## src/rtl/rob_commit.sv

```systemverilog
// 8-entry reorder buffer: in-order allocate, out-of-order complete, in-order retire,
// with youngest-first rollback walk on mispredict. Optional trace storage: ROB_TRACE_EN.
module rob_commit #(
    parameter int DEPTH  = 8,
    parameter int IDX_W  = 3,
    parameter int PREG_W = 7,
    parameter int AREG_W = 5
) (
    input  logic              clk,
    input  logic              rst,
    input  logic              disp_valid,
    output logic              disp_ready,
    input  logic [AREG_W-1:0] disp_areg,
    input  logic [PREG_W-1:0] disp_pd_new,
    input  logic [PREG_W-1:0] disp_pd_old,
    input  logic              disp_has_rd,
    input  logic              disp_is_store,
`ifdef ROB_TRACE_EN
    input  logic [31:0]       disp_pc,
`endif
    output logic [IDX_W-1:0]  disp_rob_idx,
    input  logic              wb_valid,
    input  logic [IDX_W-1:0]  wb_rob_idx,
    input  logic [PREG_W-1:0] wb_rd,
    input  logic [31:0]       wb_data,
    input  logic              mispredict,
    input  logic [IDX_W-1:0]  mis_rob_idx,
    output logic              commit_valid,
    output logic [AREG_W-1:0] commit_areg,
    output logic [PREG_W-1:0] commit_pd_new,
    output logic [PREG_W-1:0] commit_pd_free,
    output logic              commit_has_rd,
    output logic              commit_store,
`ifdef ROB_TRACE_EN
    output logic [31:0]       commit_pc,
    output logic [31:0]       commit_data,
`endif
    output logic              rb_valid,
    output logic [AREG_W-1:0] rb_areg,
    output logic [PREG_W-1:0] rb_pd_old,
    output logic [PREG_W-1:0] rb_pd_free,
    output logic              rb_has_rd,
    output logic              rob_empty,
    output logic              dbg_state
);
    // Handshakes: dispatch transfers on a clk edge where disp_valid && disp_ready;
    // commit and rollback outputs are single-cycle strobes with no back-pressure.
    typedef enum logic {IDLE = 1'b0, ROLLBACK = 1'b1} state_t;

    localparam logic [IDX_W-1:0] ONE  = {{(IDX_W-1){1'b0}}, 1'b1};
    localparam logic [IDX_W:0]   FULL = (IDX_W+1)'(DEPTH);

    state_t state, state_nxt;
    logic [IDX_W-1:0]  head, tail, walk, stop, stop_nxt, mis_k, k_eff;
    logic [IDX_W:0]    count, count_nxt;
    logic [DEPTH-1:0]  valid, done, valid_nxt, done_nxt, squash, has_rd_q, is_store_q;
    logic [AREG_W-1:0] areg_q   [DEPTH];
    logic [PREG_W-1:0] pd_new_q [DEPTH];
    logic [PREG_W-1:0] pd_old_q [DEPTH];
    logic disp_fire, commit_fire, mis_take, wb_ok;
    logic unused_wb;

    assign commit_fire = valid[head] && done[head];
    assign disp_ready  = (count != FULL) && (state == IDLE) && !mispredict;
    assign disp_fire   = disp_valid && disp_ready;
    assign mis_k       = tail - mis_rob_idx - ONE;

    // During a walk only branches older than the current stop point can shrink the ROB further.
    always_comb begin
        mis_take = 1'b0;
        if (mispredict) begin
            if (state == IDLE) mis_take = 1'b1;
            else               mis_take = (mis_rob_idx - head) < (stop - head);
        end
        k_eff    = mis_take ? mis_k : '0;
        stop_nxt = mis_take ? mis_rob_idx : stop;
        squash   = '0;
        for (int i = 0; i < DEPTH; i++) begin
            if (mis_take && ((IDX_W'(i) - mis_rob_idx - ONE) < mis_k)) squash[i] = 1'b1;
        end
    end

    assign wb_ok = wb_valid && valid[wb_rob_idx] && !squash[wb_rob_idx];

    always_comb begin
        valid_nxt = valid;
        done_nxt  = done;
        if (commit_fire) valid_nxt[head] = 1'b0;
        valid_nxt = valid_nxt & ~squash;
        if (wb_ok) done_nxt[wb_rob_idx] = 1'b1;
        if (disp_fire) begin
            valid_nxt[tail] = 1'b1;
            done_nxt[tail]  = 1'b0;
        end
        count_nxt = count - {1'b0, k_eff};
        if (disp_fire)   count_nxt = count_nxt + (IDX_W+1)'(1);
        if (commit_fire) count_nxt = count_nxt - (IDX_W+1)'(1);
    end

    always_comb begin
        state_nxt = state;
        case (state)
            IDLE:     if (mis_take && (mis_k != '0)) state_nxt = ROLLBACK;
            ROLLBACK: if (walk == stop_nxt + ONE)    state_nxt = IDLE;
            default:  state_nxt = IDLE;
        endcase
    end

    always_ff @(posedge clk or negedge rst) begin
        if (!rst) state <= IDLE;
        else      state <= state_nxt;
    end

    always_ff @(posedge clk or negedge rst) begin
        if (!rst) begin
            head  <= '0;
            tail  <= '0;
            count <= '0;
            walk  <= '0;
            stop  <= '0;
            valid <= '0;
            done  <= '0;
        end else begin
            valid <= valid_nxt;
            done  <= done_nxt;
            count <= count_nxt;
            stop  <= stop_nxt;
            if (commit_fire) head <= head + ONE;
            if (mis_take)       tail <= mis_rob_idx + ONE;
            else if (disp_fire) tail <= tail + ONE;
            if (state == ROLLBACK) walk <= walk - ONE;
            else if (mis_take)     walk <= tail - ONE;
        end
    end

    // Entry snapshot fields are only rewritten at dispatch, so the walk can read them safely.
    always_ff @(posedge clk or negedge rst) begin
        if (!rst) begin
            has_rd_q   <= '0;
            is_store_q <= '0;
            for (int i = 0; i < DEPTH; i++) begin
                areg_q[i]   <= '0;
                pd_new_q[i] <= '0;
                pd_old_q[i] <= '0;
            end
        end else if (disp_fire) begin
            has_rd_q[tail]   <= disp_has_rd;
            is_store_q[tail] <= disp_is_store;
            areg_q[tail]     <= disp_areg;
            pd_new_q[tail]   <= disp_pd_new;
            pd_old_q[tail]   <= disp_pd_old;
        end
    end

`ifdef ROB_TRACE_EN
    logic [31:0] pc_q   [DEPTH];
    logic [31:0] data_q [DEPTH];

    always_ff @(posedge clk or negedge rst) begin
        if (!rst) begin
            for (int i = 0; i < DEPTH; i++) begin
                pc_q[i]   <= '0;
                data_q[i] <= '0;
            end
        end else begin
            if (disp_fire) pc_q[tail] <= disp_pc;
            if (wb_ok)     data_q[wb_rob_idx] <= wb_data;
        end
    end

    assign commit_pc   = commit_fire ? pc_q[head]   : '0;
    assign commit_data = commit_fire ? data_q[head] : '0;
    assign unused_wb   = ^wb_rd;
`else
    assign unused_wb   = ^{wb_rd, wb_data};
`endif

    assign commit_valid   = commit_fire;
    assign commit_areg    = commit_fire ? areg_q[head]   : '0;
    assign commit_pd_new  = commit_fire ? pd_new_q[head] : '0;
    assign commit_pd_free = commit_fire ? pd_old_q[head] : '0;
    assign commit_has_rd  = commit_fire && has_rd_q[head];
    assign commit_store   = commit_fire && is_store_q[head];

    assign rb_valid   = (state == ROLLBACK);
    assign rb_areg    = rb_valid ? areg_q[walk]   : '0;
    assign rb_pd_old  = rb_valid ? pd_old_q[walk] : '0;
    assign rb_pd_free = rb_valid ? pd_new_q[walk] : '0;
    assign rb_has_rd  = rb_valid && has_rd_q[walk];

    assign disp_rob_idx = tail;
    assign rob_empty    = (count == '0);
    assign dbg_state    = (state == ROLLBACK);
endmodule

```

## config.mk

```make
export PLATFORM = sky130hd
export DESIGN_NAME = rob_commit
export DESIGN_NICKNAME = d
export VERILOG_FILES = /design/src/rtl/rob_commit.sv
export SDC_FILE = /design/constraint.sdc
export NUM_CORES = 1
export LEC_CHECK = 0
export ABC_AREA = 1
export BUFFER_PORTS_ARGS = -buffer_cell sky130_fd_sc_hd__buf_4
export CORE_AREA = 2 2 164 166
export CTS_CLUSTER_SIZE = 24
export DETAILED_ROUTE_END_ITERATION = 6
export DIE_AREA = 0 0 166 168
export SYNTH_ARGS = -nofsm -noshare
export SYNTH_HDL_FRONTEND = slang
export SYNTH_SLANG_ARGS = --single-unit
```

## constraint.sdc

```tcl
create_clock -name clk -period 4.4 [get_ports clk]
set_clock_uncertainty 0.05 [all_clocks]
set_input_delay 0.88 -clock clk [delete_from_list [all_inputs] [get_ports clk]]
set_output_delay 0.88 -clock clk [all_outputs]
set_load 0.01 [all_outputs]
```

==> summary.txt, run 1 <==
Outcome
  • Outcome: finished clean

Yosys
  • Syn nets: 1,657
  • Post-synth EDFFs: 0
  • Synth cell types: 39
  • #FFs+latches synth: 201
  • Async SR Flop Fraction: 100%
  • Synth warn: 0
  • Mean Syn Cell Area: 7.51 sq um
  • Top FF cell, synth: dfrtp_1
  • Synth Cell Area: 11,700 sq um
  • Synth Instances: 1,552
  • Post-synthesis sequential area ratio: 43.1%

Global route
  • GRT Overall Usage: 25.4%
  • Largest net degree at the start of global routing: 144
  • Vias in the first global route: 10,200
  • Overflow after GRT: 0
  • Initial antenna violation count: 0
  • Global-route wire length before repair: 56,900 um

Clock network
  • CTS tree: built
  • Clock buffer depth: 3
  • # clock sinks: 201
  • CTS Buf Count: 23
  • Clock latency on the worst-skew pair: 510 ps
  • # Post-CTS Setup Buffers: 0
  • CTS resizes: 0
  • Clock transition at path regs: 60 ps
  • H-tree levels: 1
  • Hold buffer count at cts: 0
  • Clock root buffer: clkbuf_16

Power and ir drop
  • Maximum vdd ir drop: 0.000448 V
  • Total power draw: 11.5 mW
  • P_leak: 6.43 nW
  • Power per cell area: 867 nW/um^2

Timing
  • Fin Setup TNS: 0 ps
  • RSZ-0062 raised after global routing: false
  • Fin crit period: 4060 ps
  • Tightest Pin Transition: 1250 ps
  • Hold Fails Final Rpt: 0
  • Final setup fails: 0
  • Slew HR: 16.8%
  • Fmax: 246 MHz
  • Final worst slack: 335 ps
  • Final hold slack: 378 ps
  • Slew Limit Fails: 0
  • Tcrit/Tclk final: 92.4%

Layout
  • Share of layout cells above drive strength 1: 11.6%
  • Commonest cells after routing, fill and taps aside: nand2_1 (406), o21ai_0 (315), dfrtp_1 (200)
  • P&R area growth vs syn: 13.8%
  • Most common cell after layout, fill and taps aside: nand2_1
  • Nets: 1,688
  • ANT cells: 0

Drt
  • Via density: 5.51
  • 1st-iter DRT viols: 970
  • Antenna viol nets, final: 0
  • Wirelength, routed: 35,100 um
  • WL/cell: 18.1 um
  • Vias: 10,700
  • Drt pass-1 iters: 6
  • Drc violations: 0

Critical path
  • Critical Path Start Type: flop
  • Crit path DAT: 3130 ps
  • Reg-to-reg slack, setup: 490 ps
  • Critical path endpoint category: output pin
  • Worst endpoint required time: 3470 ps
  • R2R Path End: count[2]
  • Critical path class: flop to output pin
  • R2R depth: 22
  • RR Startpoint: head[0]
  • Crit-path max FO: 143

Min path
  • Worst min-delay path class: primary input to asynchronous set/reset pin

Place
  • PortBufs: 80
  • Post-place setup slack: -84.9 ps
  • GPL Wtd Cong: 0.805
  • Dpl hpwl: 20,300 um

Die
  • Die Y: 168 um
  • Num rows: 60
  • Core Box Area: 26,400 sq um
  • Die ar.: 27,900 sq um
  • Ports: 120
  • Initial core utilization: 44.2%
  • Die width: 166 um

Run
  • Max_cap viols: 0
worst max path at each step:
stage,startpoint,slack [ps],cells past startpoint,end
detailed placement,mis_rob_idx[0],-80,24,count[2]
global route,mis_rob_idx[0],120,26,count[3]
global placement,mis_rob_idx[0],10,24,count[2]
CTS,head[0],380,11,commit_pd_free[5]
floorplan,mis_rob_idx[0],80,23,count[2]
finish,head[0],340,11,commit_pd_free[5]
worst max-delay path, cell delays in order (launching register included):
cell and delay, ps:
dfrtp_4 460, buf_12 480, nor2_1 80, nor2_1 100
o21ai_0 90, nand2_1 80, inv_1 40, nand2_1 70
nand2_2 260, buf_4 290, a311oi_1 390, buf_4 210
per-stage QoR:
| stage | area, sq um | cells | utilization, % |
|---|---|---|---|
| after floorplan | 11700 | 1552 | - |
| after global placement | 12500 | 1899 | 47.4 |
| after detailed placement | 12500 | 1899 | 47.4 |
| after CTS | 13300 | 1940 | 50.3 |
| after global routing | 13300 | 1940 | 50.3 |
| final | 13300 | 1940 | 50.3 |
power by group:
part | internal [mW] | switching, mW | total, mW | leakage (nW)
Sequential | 2.73 | 0.614 | 3.34 | 2.61
Combinational | 2.29 | 3.89 | 6.17 | 3.44
Clock | 1.20 | 0.780 | 1.98 | 0.379
layer usage:
layer / vias to the layer above / track usage (%) / part of all wire (%)
met4: 0 / 5.86 / 1.9
met3: 51 / 2.94 / 5.8
met5: - / 0 / 0
met1: 5098 / 35.2 / 44
li1: 5223 / - / -
met2: 314 / 42.8 / 48
flip-flops by register name (all words and copies together), names as in the netlist:
register / flops
pd_new_q: 56
disp_rob_idx: 3
is_store_q: 8
valid: 8
has_rd_q: 8
pd_old_q: 56
walk: 3
count: 4
done: 8
stop: 3
head: 3
dbg_state: 1
areg_q: 40
cells by family (layout without fill, tap and decap cells):
| kind of cell | after synthesis | in the layout | share of synthesized area, % |
|---|---|---|---|
| buffers and inverters | 236 | 283 | 8.32 |
| adders and majority gates | 34 | 34 | 3.91 |
| and+or+nand+nor | 580 | 580 | 20.9 |
| AOI/OAI and AO/OA | 482 | 482 | 22.3 |
| xor gates and xnor gates | 19 | 19 | 1.43 |
| DFF | 201 | 201 | 43.1 |
synthesized netlist by cell type, types with 2 or more instances:
cell      instances  area (sq um)
a21oi_1         106           531
a311oi_1          4          35.0
a31o_2            5          43.8
a32o_1           11           110
buf_1            12          45.0
buf_2            35           175
buf_6             3          33.8
clkbuf_1         51           191
dfrtp_1         201          5030
fa_1              4          80.1
ha_1             30           375
inv_1           126           473
inv_2             5          18.8
nand2_1         406          1520
nand2_2           4          25.0
nand2_4           8          90.1
nand3_1          54           270
nand4_1           9          56.3
nor2_1           67           251
nor2_2            3          18.8
nor3_1            8          40.0
nor3_2            7          70.1
nor4_1           11          68.8
o211ai_1         21           158
o21a_1            4          30.0
o21ai_0         315          1580
o21ai_1           2          10.0
o21bai_1          2          15.0
o22ai_1          10          62.6
or2_2             2          12.5
xnor2_1           8          70.1
xor2_1           11          96.3
area by class of cell:
cell class,count,area (sq um)
clock buffer,31,646
clock inverter,10,130
fill,2667,13100
inverter,133,503
multi-input combinational,1115,5660
sequential,201,5030
tap,341,427
timing repair buffer,109,862
(Power assumes the default switching activity.)
==> run 2, diff against run 1 <==
- BUFFER_PORTS_ARGS: -buffer_cell sky130_fd_sc_hd__buf_4 -> default
- DONT_BUFFER_PORTS: default -> 1
- MAX_ROUTING_LAYER: default -> met4
==> run 2 against run 1 <==
Cell area is 3.9% lower. First-iteration DRC count is 6.4% lower. Register-to-register slack worse by 20 ps. Global-route usage is 0.46 points lower. Sequential power hardly changed. Via count is 3.4% lower. Hold slack worse by 350 ps. Wire length is 2.6% lower. Die area stayed put. Fmax is 1.9% higher. Setup slack better by 77 ps. Clock-buffer cell count is 8 higher. Critical endpoint is now commit_pd_free[6].
==> summary.txt, run 2 (synthesis results as in run 1) <==
Global route
  • Global-route wire length before repair: 54,200 um (-4.8%)
  • GRT Overall Usage: 24.9% (-0.46 points)
  • Vias in the first global route: 9,734 (-4.5%)
  • Largest net degree at the start of global routing: 111 (-23%)
  • Initial antenna violation count: 0 (unchanged)
  • Overflow after GRT: 0 (unchanged)

Die
  • Ports: 120 (unchanged)
  • Core Box Area: 26,400 sq um (unchanged)
  • Die width: 166 um (unchanged)
  • Initial core utilization: 44.2% (unchanged)
  • Num rows: 60 (unchanged)
  • Die ar.: 27,900 sq um (unchanged)
  • Die Y: 168 um (unchanged)

Drt
  • Drc violations: 0 (unchanged)
  • WL/cell: 18.3 um (+0.94%)
  • Drt pass-1 iters: 5 (-1)
  • Vias: 10,300 (-3.4%)
  • Via density: 5.51 (+0.11%)
  • Antenna viol nets, final: 0 (unchanged)
  • 1st-iter DRT viols: 908 (-6.4%)
  • Wirelength, routed: 34,200 um (-2.6%)

Critical path
  • Max stage delay on crit path: 470 ps (about the same)
  • Reg-to-reg slack, setup: 470 ps (-20 ps)
  • Slowest-stage cell, CP: dfrtp_1
  • Critical Path Start Type: flop
  • Critical path endpoint category: output pin
  • Delay-heaviest family, CP: simple AND/OR/NAND/NOR gates
  • Buffer and inverter count on the worst path: 3 (-1)
  • Worst endpoint required time: 3470 ps (about the same)
  • CP cell instances: nand2_1 > inv_1 > o211ai_1 > nand4_1 > nand2_2 > buf_12 > nor4_1 > buf_4
  • Crit-path max FO: 15 (-90%)
  • Crit path DAT: 3060 ps (-70 ps)
  • Critical path class: flop to output pin

Timing
  • RSZ-0062 raised after global routing: false
  • Hold Fails Final Rpt: 0 (unchanged)
  • Tcrit/Tclk final: 90.6% (-1.8 points)
  • Slew HR: 23.1% (+6.2 points)
  • Tightest Pin Transition: 1150 ps (-93.5 ps)
  • Fin Setup TNS: 0 ps (unchanged)
  • Fmax: 251 MHz (+1.9%)
  • Slew Limit Fails: 0 (unchanged)
  • Fin crit period: 3990 ps (-77.0 ps)
  • Final setup fails: 0 (unchanged)

Min path
  • Worst min-delay path class: primary input to asynchronous set/reset pin

Layout
  • P&R area growth vs syn: 9.34%
  • ANT cells: 0 (unchanged)
  • Most common cell after layout, fill and taps aside: nand2_1
  • Nets: 1,619 (-4.1%)
  • Regs by FF count: pd_new_q x56, pd_old_q x56, areg_q x40
  • Share of layout cells above drive strength 1: 7.25% (-4.4 points)
  • Filler cell count: 2,652 (-0.56%)
  • Commonest cells after routing, fill and taps aside: nand2_1 (406), o21ai_0 (315), dfrtp_1 (200)

Clock network
  • Clock root buffer: clkbuf_16
  • Clock buffer depth: 3 (unchanged)
  • CTS tree: built
  • Clock transition at path regs: 60 ps (about the same)
  • H-tree levels: 1 (unchanged)
  • Clock latency on the worst-skew pair: 530 ps (+20 ps)
  • # clock sinks: 201 (unchanged)
  • CTS Buf Count: 24 (+4.3%)

Power and ir drop
  • P_leak: 6.08 nW (-5.4%)
  • Power per cell area: 868 nW/um^2 (+0.17%)
  • Maximum vdd ir drop: 0.000342 V (-24%)
  • Total power draw: 11.1 mW (-3.7%)

Place
  • Dpl hpwl: 19,600 um (-3.4%)
  • GPL Wtd Cong: 0.799 (-0.77%)
  • PortBufs: 0 (-100%)

Run
  • Max_cap viols: 0 (unchanged)

Outcome
  • Outcome: finished clean
[run 2: changes by cell type in the layout (fill, tap and decap cells not counted)]
cell / previous run / this run
buf_4: 105 / 34
clkbuf_8: 5 / 4
clkinv_8: 0 / 1
clkinv_1: 2 / 1
clkbuf_16: 23 / 24
bufinv_16: 3 / 2
clkinvlp_4: 2 / 0
buf_12: 3 / 2
clkbuf_1: 4 / 11
buf_6: 0 / 1
clkinv_2: 6 / 2
inv_2: 5 / 6
dlygate4sd3_1: 0 / 1
buf_16: 0 / 1
[run 2: power breakdown]
| group | switching (mW) | internal, mW | total, mW |
|---|---|---|---|
| registers | 0.612 | 2.73 | 3.34 |
| logic | 3.76 | 1.99 | 5.75 |
| clock network | 0.786 | 1.20 | 1.98 |
| total | 5.16 | 5.91 | 11.1 |
[run 2: layout make-up]
cell class	count	area, sq um	area share [%]
Multi-Input combinational cell	1115	5660	44.4
Clock inverter	4	81.3	0.638
Sequential cell	201	5030	39.5
Tap cell	341	427	3.35
Inverter	133	503	3.95
Timing Repair Buffer	39	344	2.70
Clock buffer	39	697	5.47
[run 2: through the flow]
stage / utilization [%] / hold slack (ps) / setup WS, ps / instances / area [sq um]
after detailed placement: 45.3 / 423 / 46.1 / 1827 / 11900
after global routing: 48.4 / 7.51 / 163 / 1872 / 12700
after CTS: 48.3 / 1.73 / 207 / 1871 / 12700
after floorplan: - / 403 / 76.5 / 1552 / 11700
final: 48.4 / 30.8 / 412 / 1872 / 12700
after global placement: 45.3 / 418 / 78.9 / 1827 / 11900
[run 2: worst paths after layout]
check                                          to  cells past startpoint         from
worst max-delay path            commit_pd_free[6]                      8      head[2]
worst min-delay path                     valid[4]                      0          rst
worst max register to register           count[3]                     22      head[1]
worst min register to register        pd_old_q[9]                      2  pd_old_q[9]
max in group asynchronous                valid[7]                      1          rst
min in group clk                      pd_old_q[9]                      2  pd_old_q[9]
[run 2: per-layer routing]
| layer | wire length [um] | GRT usage, % | part of all wire (%) | vias up |
|---|---|---|---|---|
| li1 | - | - | - | 5081 |
| met1 | 15400 | 32.3 | 45 | 4887 |
| met2 | 16300 | 41.6 | 48 | 302 |
| met3 | 1870 | 3.41 | 5.5 | 53 |
| met4 | 637 | 6.28 | 1.9 | 0 |
| met5 | 0 | - | 0 | - |
[run 2: worst register-to-register path: stages, from the launching register on]
cell	delay, ps
dfrtp_1	470
inv_2	120
fa_1	450
xnor2_1	190
xor2_1	190
ha_1	270
nand2_1	60
inv_1	30
nor2_1	70
nand2_1	50
nand2_1	70
inv_1	80
buf_4	140
or2_2	300
ha_1	330
xnor2_1	200
inv_1	90
nor2_1	120
nand3_1	120
xor2_1	230
inv_1	70
nand3_1	70
nand2_1	50
[run 2: timing repair]
| item | CTS | global route |
|---|---|---|
| buffers inserted | 0 | 0 |
| endpoints found under the setup margin | 0 | 1 |
| gates resized for setup | 0 | 1 |
| hold buffers | 1 | 1 |
| endpoints found under the hold margin | 110 | 7 |
==> run 3, diff against run 2 <==
- RECOVER_POWER: default -> 25
==> run 3 against run 2 <==
The run now ends with capacitance limit, slew limit left. Cell area is 0.18% lower. Setup slack worse by 8.9 ps. Hold slack worse by 2.4 ps. Critical path depth stayed put. Clock power hardly changed. Fmax is 0.22% lower. Critical endpoint unchanged. Largest cell class unchanged. Largest power group unchanged.
==> summary.txt, run 3 (synthesis results as in run 1) <==
Die
  • Die Y: 168 um (unchanged)
  • Initial core utilization: 44.2% (unchanged)
  • Die width: 166 um (unchanged)
  • Core Box Area: 26,400 sq um (unchanged)
  • Ports: 120 (unchanged)
  • Num rows: 60 (unchanged)
  • Die ar.: 27,900 sq um (unchanged)

Power and ir drop
  • Maximum vdd ir drop: 0.000342 V (about the same)
  • Total power draw: 11.1 mW (about the same)
  • Power per cell area: 870 nW/um^2 (+0.16%)
  • P_leak: 6.07 nW (-0.14%)

Drt
  • Drc violations: 0 (unchanged)
  • WL/cell: 18.3 um (about the same)
  • Wirelength, routed: 34,200 um (about the same)
  • Antenna viol nets, final: 0 (unchanged)
  • 1st-iter DRT viols: 908 (unchanged)
  • Drt pass-1 iters: 5 (unchanged)
  • Vias: 10,300 (+0.087%)
  • Via density: 5.52 (about the same)

Timing
  • Slew Limit Fails: 111 (+111)
  • Fin crit period: 4000 ps (+8.93 ps)
  • Final setup fails: 0 (unchanged)
  • RSZ-0062 raised after global routing: false
  • Tightest Pin Transition: 2790 ps (+1630 ps)
  • Tcrit/Tclk final: 90.8% (+0.20 points)
  • Final worst slack: 403 ps (-8.93 ps)
  • Final hold slack: 28.4 ps (-2.39 ps)
  • Fmax: 250 MHz (-0.22%)
  • Fin Setup TNS: 0 ps (unchanged)
  • Slew HR: -85.8% (-110 points)
  • Hold Fails Final Rpt: 0 (unchanged)

Clock network
  • CTS Buf Count: 24 (unchanged)
  • Clock buffer depth: 3 (unchanged)
  • # clock sinks: 201 (unchanged)
  • CTS tree: built
  • Clock latency on the worst-skew pair: 530 ps (about the same)
  • H-tree levels: 1 (unchanged)
  • Clock transition at path regs: 60 ps (about the same)
  • Clock root buffer: clkbuf_16
  • # Post-CTS Setup Buffers: 0 (unchanged)

Global route
  • Global-route wire length before repair: 54,200 um (unchanged)
  • Vias in the first global route: 9,734 (unchanged)
  • GRT Overall Usage: 24.9% (unchanged)
  • Largest net degree at the start of global routing: 111 (unchanged)
  • Initial antenna violation count: 0 (unchanged)
  • Overflow after GRT: 0 (unchanged)

Layout
  • Share of layout cells above drive strength 1: 7.25% (unchanged)
  • Non-Filler Instances: 1,872 (unchanged)
  • Commonest cells after routing, fill and taps aside: nand2_1 (406), o21ai_0 (315), dfrtp_1 (200)
  • Design area: 12,700 sq um (-0.18%)
  • Final Util: 48.3% (-0.085 points)
  • ANT cells: 0 (unchanged)
  • P&R area growth vs syn: 9.14%
  • Regs by FF count: pd_new_q x56, pd_old_q x56, areg_q x40
  • Nets: 1,619 (unchanged)
  • Most common cell after layout, fill and taps aside: nand2_1

Critical path
  • CP endpoint: commit_pd_free[6]
  • Critical Path Start Type: flop
  • RR Startpoint: head[1]
  • Worst setup startpoint: head[2]
  • Worst endpoint required time: 3470 ps (about the same)
  • Critical path class: flop to output pin
  • Reg-to-reg slack, setup: 470 ps (about the same)
  • R2R depth: 22 (unchanged)
  • Crit-path max FO: 15 (unchanged)
  • Crit path DAT: 3070 ps (about the same)
  • R2R Path End: count[3]
  • Critical path endpoint category: output pin

Place
  • GPL Wtd Cong: 0.799 (unchanged)
  • Area of placed instances: 11,900 sq um (unchanged)
  • Post-place setup slack: 46.1 ps (unchanged)
  • Dpl hpwl: 19,600 um (unchanged)
  • Placed Instances: 1,827 (unchanged)
  • PortBufs: 0 (unchanged)

Min path
  • Worst min-delay path class: primary input to asynchronous set/reset pin

Run
  • Max_cap viols: 1 (+1)

Outcome
  • Outcome: finished, violations left
  • Failing checks: capacitance limit, slew limit
==> run 3: cell count changes in the layout (fill, tap and decap cells not counted) <==
cell | previous run | this run
buf_16 | 1 | 0
clkbuf_2 | 0 | 1
==> run 3: how the worst min path moves through the flow <==
stage,start,to,slack (ps),cells after the start
finish,rst,valid[4],30,0
global route,rst,valid[0],7,0
CTS,rst,pd_new_q[13],2,0
detailed placement,pd_old_q[9],pd_old_q[9],420,2
global placement,pd_new_q[51],pd_new_q[51],420,2
floorplan,areg_q[29],areg_q[29],400,2
==> run 3: what timing repair did <==
| action | in CTS | in global routing |
|---|---|---|
| endpoints found under the hold margin | 110 | 7 |
| hold buffers | 1 | 1 |
| resized for setup | 0 | 1 |
| endpoints found under the setup margin | 0 | 1 |
==> run 3: area by class of cell <==
class / instances / area (sq um)
multi-input combinational: 1115 / 5660
inverter: 133 / 503
sequential: 201 / 5030
tap: 341 / 427
fill: 2655 / 13600
clock buffer: 39 / 697
timing repair buffer: 39 / 322
clock inverter: 4 / 81.3
==> run 3: power breakdown <==
group / internal [mW] / total (mW) / switching (mW)
Combinational: 1.98 / 5.75 / 3.76
Clock: 1.20 / 1.98 / 0.786
Sequential: 2.73 / 3.34 / 0.611
Total: 5.91 / 11.1 / 5.16
==> run 3: per-layer routing <==
metal | global-route usage (%) | up-vias | routed length (um)
li1 | - | 5080 | -
met1 | 32.3 | 4883 | 15400
met2 | 41.6 | 316 | 16300
met3 | 3.41 | 53 | 1960
met4 | 6.28 | 0 | 638
met5 | - | - | 0
==> run 3: critical path, stage by stage, from the launching register on <==
cell      delay (ps)
dfrtp_1          470
nand2_1          470
inv_1            360
o211ai_1         130
nand4_1          140
nand2_2          190
buf_12           230
nor4_1           350
buf_4            190
